--- config.mk ---
export PLATFORM = sky130hd
export DESIGN_NAME = ram_arbiter_flat
export DESIGN_NICKNAME = d
export VERILOG_FILES = /design/src/rtl/ram_arbiter_if.sv /design/src/rtl/ram_arbiter.sv /design/src/flat_wrapper.sv
export SDC_FILE = /design/constraint.sdc
export NUM_CORES = 1
export LEC_CHECK = 0
export ABC_AREA = 1
export CORE_MARGIN = 2
export CORE_UTILIZATION = 35
export DETAILED_ROUTE_END_ITERATION = 6
export GPL_TIMING_DRIVEN = 0
export PLACE_DENSITY = 0.69
export SYNTH_ARGS = -nofsm -noshare
export SYNTH_HDL_FRONTEND = slang
export SYNTH_SLANG_ARGS = --single-unit
--- constraint.sdc ---
create_clock -name clk -period 2.3 [get_ports clk]
set_clock_uncertainty 0.15 [all_clocks]
set_input_delay 0.345 -clock clk [delete_from_list [all_inputs] [get_ports clk]]
set_output_delay 0.345 -clock clk [all_outputs]
set_load 0.01 [all_outputs]
--- src/rtl/ram_arbiter_if.sv ---
// Bundle between the two requesters, the arbiter and the single-port data RAM.
// Latency: none; plain wires.
// Backpressure: requesters hold req and payload until their ready pulse.
// Ports: fetch side (i_*), load/store side (d_*), RAM side (ram_*), busy status.
//   slave  : arbiter view (takes requests and RAM read data, drives the rest)
//   master : requester/RAM view (mirror image of slave)
interface ram_arbiter_if;
   // instruction-fetch requester
   logic        i_req;
   logic [31:0] i_addr;
   logic [31:0] i_rdata;
   logic        i_ready;
   // load/store requester
   logic        d_req;
   logic        d_we;
   logic [31:0] d_addr;
   logic [31:0] d_wdata;
   logic [31:0] d_rdata;
   logic        d_ready;
   // single-port RAM
   logic        ram_we;
   logic [31:0] ram_addr;
   logic [31:0] ram_wdata;
   logic [31:0] ram_rdata;
   // status
   logic        busy;

   modport slave (
      input  i_req, i_addr, d_req, d_we, d_addr, d_wdata, ram_rdata,
      output i_rdata, i_ready, d_rdata, d_ready, ram_we, ram_addr, ram_wdata, busy
   );

   modport master (
      output i_req, i_addr, d_req, d_we, d_addr, d_wdata, ram_rdata,
      input  i_rdata, i_ready, d_rdata, d_ready, ram_we, ram_addr, ram_wdata, busy
   );
endinterface

--- src/rtl/ram_arbiter.sv ---
// Shares one single-port RAM between instruction fetch and load/store; data wins
// unless fetch has been starved for STARVE_LIMIT consecutive data grants.
// Latency: request sampled in IDLE at cycle 0 -> ready + rdata in cycle LATENCY+1.
// Backpressure: one access in flight; pending requests wait (held by requester).
// Ports: clk, rst (sync, active high); bus = ram_arbiter_if.slave (fetch, data, RAM).
module ram_arbiter #(
   parameter int ADDR_LEN     = 16,
   parameter int LATENCY      = 1,
   parameter int STARVE_LIMIT = 4
) (
   input  logic         clk,
   input  logic         rst,
   ram_arbiter_if.slave bus
);

   localparam int CNT_W = (LATENCY < 1) ? 1 : $clog2(LATENCY + 1);
   localparam int STV_W = (STARVE_LIMIT < 1) ? 1 : $clog2(STARVE_LIMIT + 1);

   // Addresses are forwarded untouched, so ADDR_LEN only has to be sane; an
   // unsupported parameter set shows up as this block in the elaborated tree.
   localparam bit PARAMS_OK = (ADDR_LEN >= 1) && (ADDR_LEN <= 30) &&
                              (LATENCY >= 1) && (STARVE_LIMIT >= 1);
   if (!PARAMS_OK) begin : g_unsupported_params
   end

   typedef enum logic [1:0] {
      ST_IDLE,
      ST_ACCESS,
      ST_RESP
   } state_t;

   typedef enum logic {
      OWN_I,
      OWN_D
   } owner_t;

   state_t            state;
   state_t            state_nxt;
   owner_t            owner;
   logic [CNT_W-1:0]  cnt;
   logic [STV_W-1:0]  starve_cnt;
   logic [31:0]       addr_q;
   logic [31:0]       wdata_q;
   logic              we_q;
   logic [31:0]       i_rdata_q;
   logic [31:0]       d_rdata_q;

   logic              grant_i;
   logic              grant_d;
   logic              starve_full;
   logic              access_last;

   assign starve_full = (starve_cnt == STV_W'(STARVE_LIMIT));
   assign access_last = (state == ST_ACCESS) && (cnt == '0);

   // ---------------------------------------------------------------- FSM
   always_ff @(posedge clk) begin
      if (rst) begin
         state <= ST_IDLE;
      end else begin
         state <= state_nxt;
      end
   end

   always_comb begin
      state_nxt = state;
      grant_i   = 1'b0;
      grant_d   = 1'b0;
      unique case (state)
         ST_IDLE: begin
            // Data has priority except when fetch has waited STARVE_LIMIT grants.
            if (bus.d_req && !(bus.i_req && starve_full)) begin
               grant_d = 1'b1;
            end else if (bus.i_req) begin
               grant_i = 1'b1;
            end
            if (grant_i || grant_d) begin
               state_nxt = ST_ACCESS;
            end
         end
         ST_ACCESS: begin
            if (cnt == '0) begin
               state_nxt = ST_RESP;
            end
         end
         ST_RESP: begin
            state_nxt = ST_IDLE;
         end
         default: begin
            state_nxt = ST_IDLE;
         end
      endcase
   end

   // ---------------------------------------------------------------- datapath
   always_ff @(posedge clk) begin
      if (rst) begin
         owner      <= OWN_I;
         cnt        <= '0;
         starve_cnt <= '0;
         addr_q     <= '0;
         wdata_q    <= '0;
         we_q       <= 1'b0;
         i_rdata_q  <= '0;
         d_rdata_q  <= '0;
      end else begin
         unique case (state)
            ST_IDLE: begin
               if (grant_i) begin
                  owner   <= OWN_I;
                  addr_q  <= bus.i_addr;
                  we_q    <= 1'b0;
                  wdata_q <= '0;
               end else if (grant_d) begin
                  owner   <= OWN_D;
                  addr_q  <= bus.d_addr;
                  we_q    <= bus.d_we;
                  wdata_q <= bus.d_wdata;
               end
               if (grant_i || grant_d) begin
                  cnt <= CNT_W'(LATENCY - 1);
               end
               // Counts data grants that overtook a waiting fetch.
               if (grant_i || !bus.i_req) begin
                  starve_cnt <= '0;
               end else if (grant_d && !starve_full) begin
                  starve_cnt <= starve_cnt + 1'b1;
               end
            end
            ST_ACCESS: begin
               if (cnt != '0) begin
                  cnt <= cnt - 1'b1;
               end else if (owner == OWN_I) begin
                  i_rdata_q <= bus.ram_rdata;
               end else begin
                  // For a store this is the word as it was before the write edge.
                  d_rdata_q <= bus.ram_rdata;
               end
            end
            default: begin
            end
         endcase
      end
   end

   // ---------------------------------------------------------------- outputs
   // The write strobe is confined to the final ACCESS cycle so a stretched
   // store writes the RAM exactly once.
   assign bus.ram_we    = access_last && we_q;
   assign bus.ram_addr  = (state == ST_ACCESS) ? addr_q  : '0;
   assign bus.ram_wdata = (state == ST_ACCESS) ? wdata_q : '0;

   assign bus.i_ready   = (state == ST_RESP) && (owner == OWN_I);
   assign bus.d_ready   = (state == ST_RESP) && (owner == OWN_D);
   assign bus.i_rdata   = i_rdata_q;
   assign bus.d_rdata   = d_rdata_q;
   assign bus.busy      = (state != ST_IDLE);

endmodule
--- src/flat_wrapper.sv ---
// flat-port wrapper written by rule: the top's interface ports become plain ports
module ram_arbiter_flat 
#(
   parameter int ADDR_LEN     = 16,
   parameter int LATENCY      = 1,
   parameter int STARVE_LIMIT = 4
)
  (clk, rst, bus_i_req, bus_i_addr, bus_d_req, bus_d_we, bus_d_addr, bus_d_wdata, bus_ram_rdata, bus_i_rdata, bus_i_ready, bus_d_rdata, bus_d_ready, bus_ram_we, bus_ram_addr, bus_ram_wdata, bus_busy);
  ram_arbiter_if bus_i ();
  input  logic clk;
  input  logic rst;
  input wire logic [$bits(bus_i.i_req)-1:0] bus_i_req;
  input wire logic [$bits(bus_i.i_addr)-1:0] bus_i_addr;
  input wire logic [$bits(bus_i.d_req)-1:0] bus_d_req;
  input wire logic [$bits(bus_i.d_we)-1:0] bus_d_we;
  input wire logic [$bits(bus_i.d_addr)-1:0] bus_d_addr;
  input wire logic [$bits(bus_i.d_wdata)-1:0] bus_d_wdata;
  input wire logic [$bits(bus_i.ram_rdata)-1:0] bus_ram_rdata;
  output wire logic [$bits(bus_i.i_rdata)-1:0] bus_i_rdata;
  output wire logic [$bits(bus_i.i_ready)-1:0] bus_i_ready;
  output wire logic [$bits(bus_i.d_rdata)-1:0] bus_d_rdata;
  output wire logic [$bits(bus_i.d_ready)-1:0] bus_d_ready;
  output wire logic [$bits(bus_i.ram_we)-1:0] bus_ram_we;
  output wire logic [$bits(bus_i.ram_addr)-1:0] bus_ram_addr;
  output wire logic [$bits(bus_i.ram_wdata)-1:0] bus_ram_wdata;
  output wire logic [$bits(bus_i.busy)-1:0] bus_busy;
  assign bus_i.i_req = bus_i_req;
  assign bus_i.i_addr = bus_i_addr;
  assign bus_i.d_req = bus_d_req;
  assign bus_i.d_we = bus_d_we;
  assign bus_i.d_addr = bus_d_addr;
  assign bus_i.d_wdata = bus_d_wdata;
  assign bus_i.ram_rdata = bus_ram_rdata;
  assign bus_i_rdata = bus_i.i_rdata;
  assign bus_i_ready = bus_i.i_ready;
  assign bus_d_rdata = bus_i.d_rdata;
  assign bus_d_ready = bus_i.d_ready;
  assign bus_ram_we = bus_i.ram_we;
  assign bus_ram_addr = bus_i.ram_addr;
  assign bus_ram_wdata = bus_i.ram_wdata;
  assign bus_busy = bus_i.busy;
  ram_arbiter #(.ADDR_LEN(ADDR_LEN), .LATENCY(LATENCY), .STARVE_LIMIT(STARVE_LIMIT)) u_core (.clk(clk), .rst(rst), .bus(bus_i));
endmodule
==> results.md <==
* # rows at 48
* I/O Buffers at about 260
* CTS clk-pin slew, worst paths at about 0.060 ns
* Full die area at ~19000 um^2
* Final net count at 1278
* CP bufs+invs at 5
* GPL Wtd Cong at between 0.8 and 0.9
* #FFs+latches synth at 135
* CTS Buffer Depth at 2
* Max FO, Critical Path at 10
* DR vias at approximately 6600
* Worst-Skew Late Latency at a little over 0.4 ns
* CTS sink cnt at ~140
* Routed Antenna Nets at 0
* Leading area contributor after synthesis: dfxtp_1
* Slew Viols, Final at 0
* Core outline area at 17240 um^2
* Synth Net Count at 996
* Die H at between 100 and 150 um
* CTS buffer count at 17
* Antenna violations before repair at 0
* Vias in the first global route at ~6300
* Final setup vio count at 0
* First-pass GRT wire length at 32.00 mm
* Final Cell Area at 9479 um^2
* CP Launch Type: flop
* Placed cells at 1348
* Post-synth top area share at 0.4410
* Critical Path End Type: output pin
* Seq/Total Area, Yosys at 0.4410
* Ys Warns at 0
* GR Overflow Total at 0
* Global-route usage over all layers at 0.2217
* Syn_area_per_cell at 7.118 um^2
* Chip Width at 136.3 um
* DP HPWL at 15.36 mm
* Top cells by area, synth: dfxtp_1, a21oi_1, nand3_1, nand2_1, inv_1
* DR vias/cell at 4.749
* Initial DRC Count at 334
* Synth-to-Final Area Change at 54.68%
* VDD IR max at between 0.0005 and 0.0006 V
* Slowest Stage Delay on Critical Path at ~0.37 ns
* Post-layout minimum cycle time at 2.205 ns
* CTS tree: done
* Worst-path cell chain: inv_1 -> nor2_4 -> inv_1 -> buf_4 -> buf_4 -> nor2_1 -> clkdlybuf4s15_1
* Max-slew headroom at 0.5543
* Largest net degree at the start of global routing at 17
* Peak Freq at around 0.45 GHz
* N_diodes at 0
* H-Tree Depth at 4
* Initial Utilization at 0.3555
* Max cap viols at 0
* Slew @ Worst Pin at 0.6686 ns
* Layout cells sized above 1 at 0.1099
* Pwr dens at roughly 700 nW/um^2
* DRC viols at 0
* Synth cell types at 25
* Synthesized instance count at 861
* CP Class: reg -> out
* Leakage Power at 3.997 nW
* Period utilisation layout at 0.9588
* HP Class: in -> reg
* Clk root buf: clkbuf_16
* Finished Layout Cells at 1381
* Status: finished clean
* Routed wire length per instance at 14.86 um
* CTS Hold Bufs at 0
* Slowest-stage cell, CP: dfxtp_4
* WL final at 20.53 mm
* Io pins at around 270
* Final Hold Violating Endpoints at 0
* Unrepaired setup endpoints after global routing: no
* First-pass DRT Iterations at 4
* Req. time, crit path at ~1.8 ns
* CP arrival at ~1.7 ns
* Post-Syn Area at 6128 um^2
* CP delay by family, top: buffers and inverters
* Post-Place Cell Area at 9032 um^2
==> cell usage in the layout, fill, tap and decap left out, drive strengths merged <==
master	count
clkdlybuf4s50	195
nand2	170
dfxtp	135
a21oi	133
nand3	132
inv	108
clkbuf	85
nor2	70
buf	48
nand4	32
dlygate4sd2	27
clkinv	5
clkdlybuf4s15	4
bufinv	3
o21ai	3
nor3	2
ha	2
nor3b	1
clkinvlp	1
==> cells in the mapped netlist <==
master      n
a21oi_1   132
a21oi_2     1
buf_12      6
buf_2      24
buf_4       5
buf_6       9
clkbuf_1   27
clkbuf_4    2
clkbuf_8    1
clkinv_1    1
dfxtp_1   135
ha_1        2
inv_1     105
inv_2       1
nand2_1   170
nand3_1   131
nand3_2     1
nand4_1    32
nor2_1     68
nor2_2      1
nor2_4      1
nor3_1      2
nor3b_1     1
o21ai_0     2
o21ai_4     1
==> power breakdown <==
part	total, mW	leakage [nW]	internal, mW	switching, mW
Combinational	1.36	2.59	0.642	0.722
Sequential	2.58	1.11	2.51	0.0738
Clock	2.84	0.301	1.80	1.04
==> flip-flops by register name, indices dropped and copies added, names as in the netlist <==
| signal | cells |
|---|---|
| u_core.starve_cnt | 3 |
| u_core.owner | 1 |
| u_core.bus.i_rdata | 32 |
| u_core.addr_q | 32 |
| u_core.wdata_q | 32 |
| u_core.state | 2 |
| u_core.we_q | 1 |
| u_core.bus.d_rdata | 32 |
==> cell type report <==
class,count,area (um^2)
plain buffers,74,529.3
clock buffers,22,474.2
clock inverters,10,142.6
fillers,1757,7757
inverters,107,402.9
multi-input cells,545,2525
flip-flops and latches,135,2708
well taps,225,281.5
repair buffers,263,2416
==> worst paths after layout <==
path / slack (ns) / start / endpoint / depth (start not counted)
max: 0.09 / u_core.state[0]$_SDFFE_PP0P_ / bus_ram_wdata[5] / 7
min: 0.17 / rst / u_core.starve_cnt[2]$_SDFFE_PP0P_ / 4
max reg2reg: 0.48 / u_core.starve_cnt[0]$_SDFFE_PP0P_ / u_core.addr_q[13]$_SDFFE_PP0P_ / 9
min reg2reg: 0.31 / u_core.bus.d_rdata[8]$_SDFFE_PP0P_ / u_core.bus.d_rdata[8]$_SDFFE_PP0P_ / 2
==> per-stage QoR <==
stage               hold WS (ns)  TNS [ns]  utilization  total power [mW]  setup slack, ns
floorplan                 0.2936         0            -             3.371           0.6565
global route              0.2131         0       0.5499             7.113        0.0008162
global placement          0.2982    -2.945       0.5240             4.012          -0.1100
detailed placement        0.3017    -3.842       0.5240             4.027          -0.1348
finish                    0.1709         0       0.5499             6.786          0.09468
CTS                       0.1676         0       0.5584             6.864         0.001772
==> what timing repair did <==
item | 4_1_cts | 5_1_grt
setup buffers | 1 | 0
setup endpoints to repair | 67 | 41
resized for setup | 96 | 66
pin swaps | 1 | 0
==> metal layers <==
layer	wire (um)	up-vias	GRT usage
met5	0	-	0
met4	384	0	0.07697
met3	1717	23	0.06525
met2	9948	248	0.3794
met1	8477	2950	0.2642
li1	-	3337	-
==> worst reg2reg max path: cells and delay by family (launching register included) <==
kind	cells	cell delay (ns)
adders and majority gates	1	0.15
and+or+nand+nor	5	0.64
buffers and inverters	3	0.52
DFF	1	0.31
==> cells by family after synthesis <==
logic type / Yosys count / share of synthesized area
simple gates: 407 / 0.2928
buf+inv: 181 / 0.1486
compound gates: 136 / 0.1135
flops: 135 / 0.4410
fa+ha+maj: 2 / 0.004083
Power figures use the tool's default switching activity.
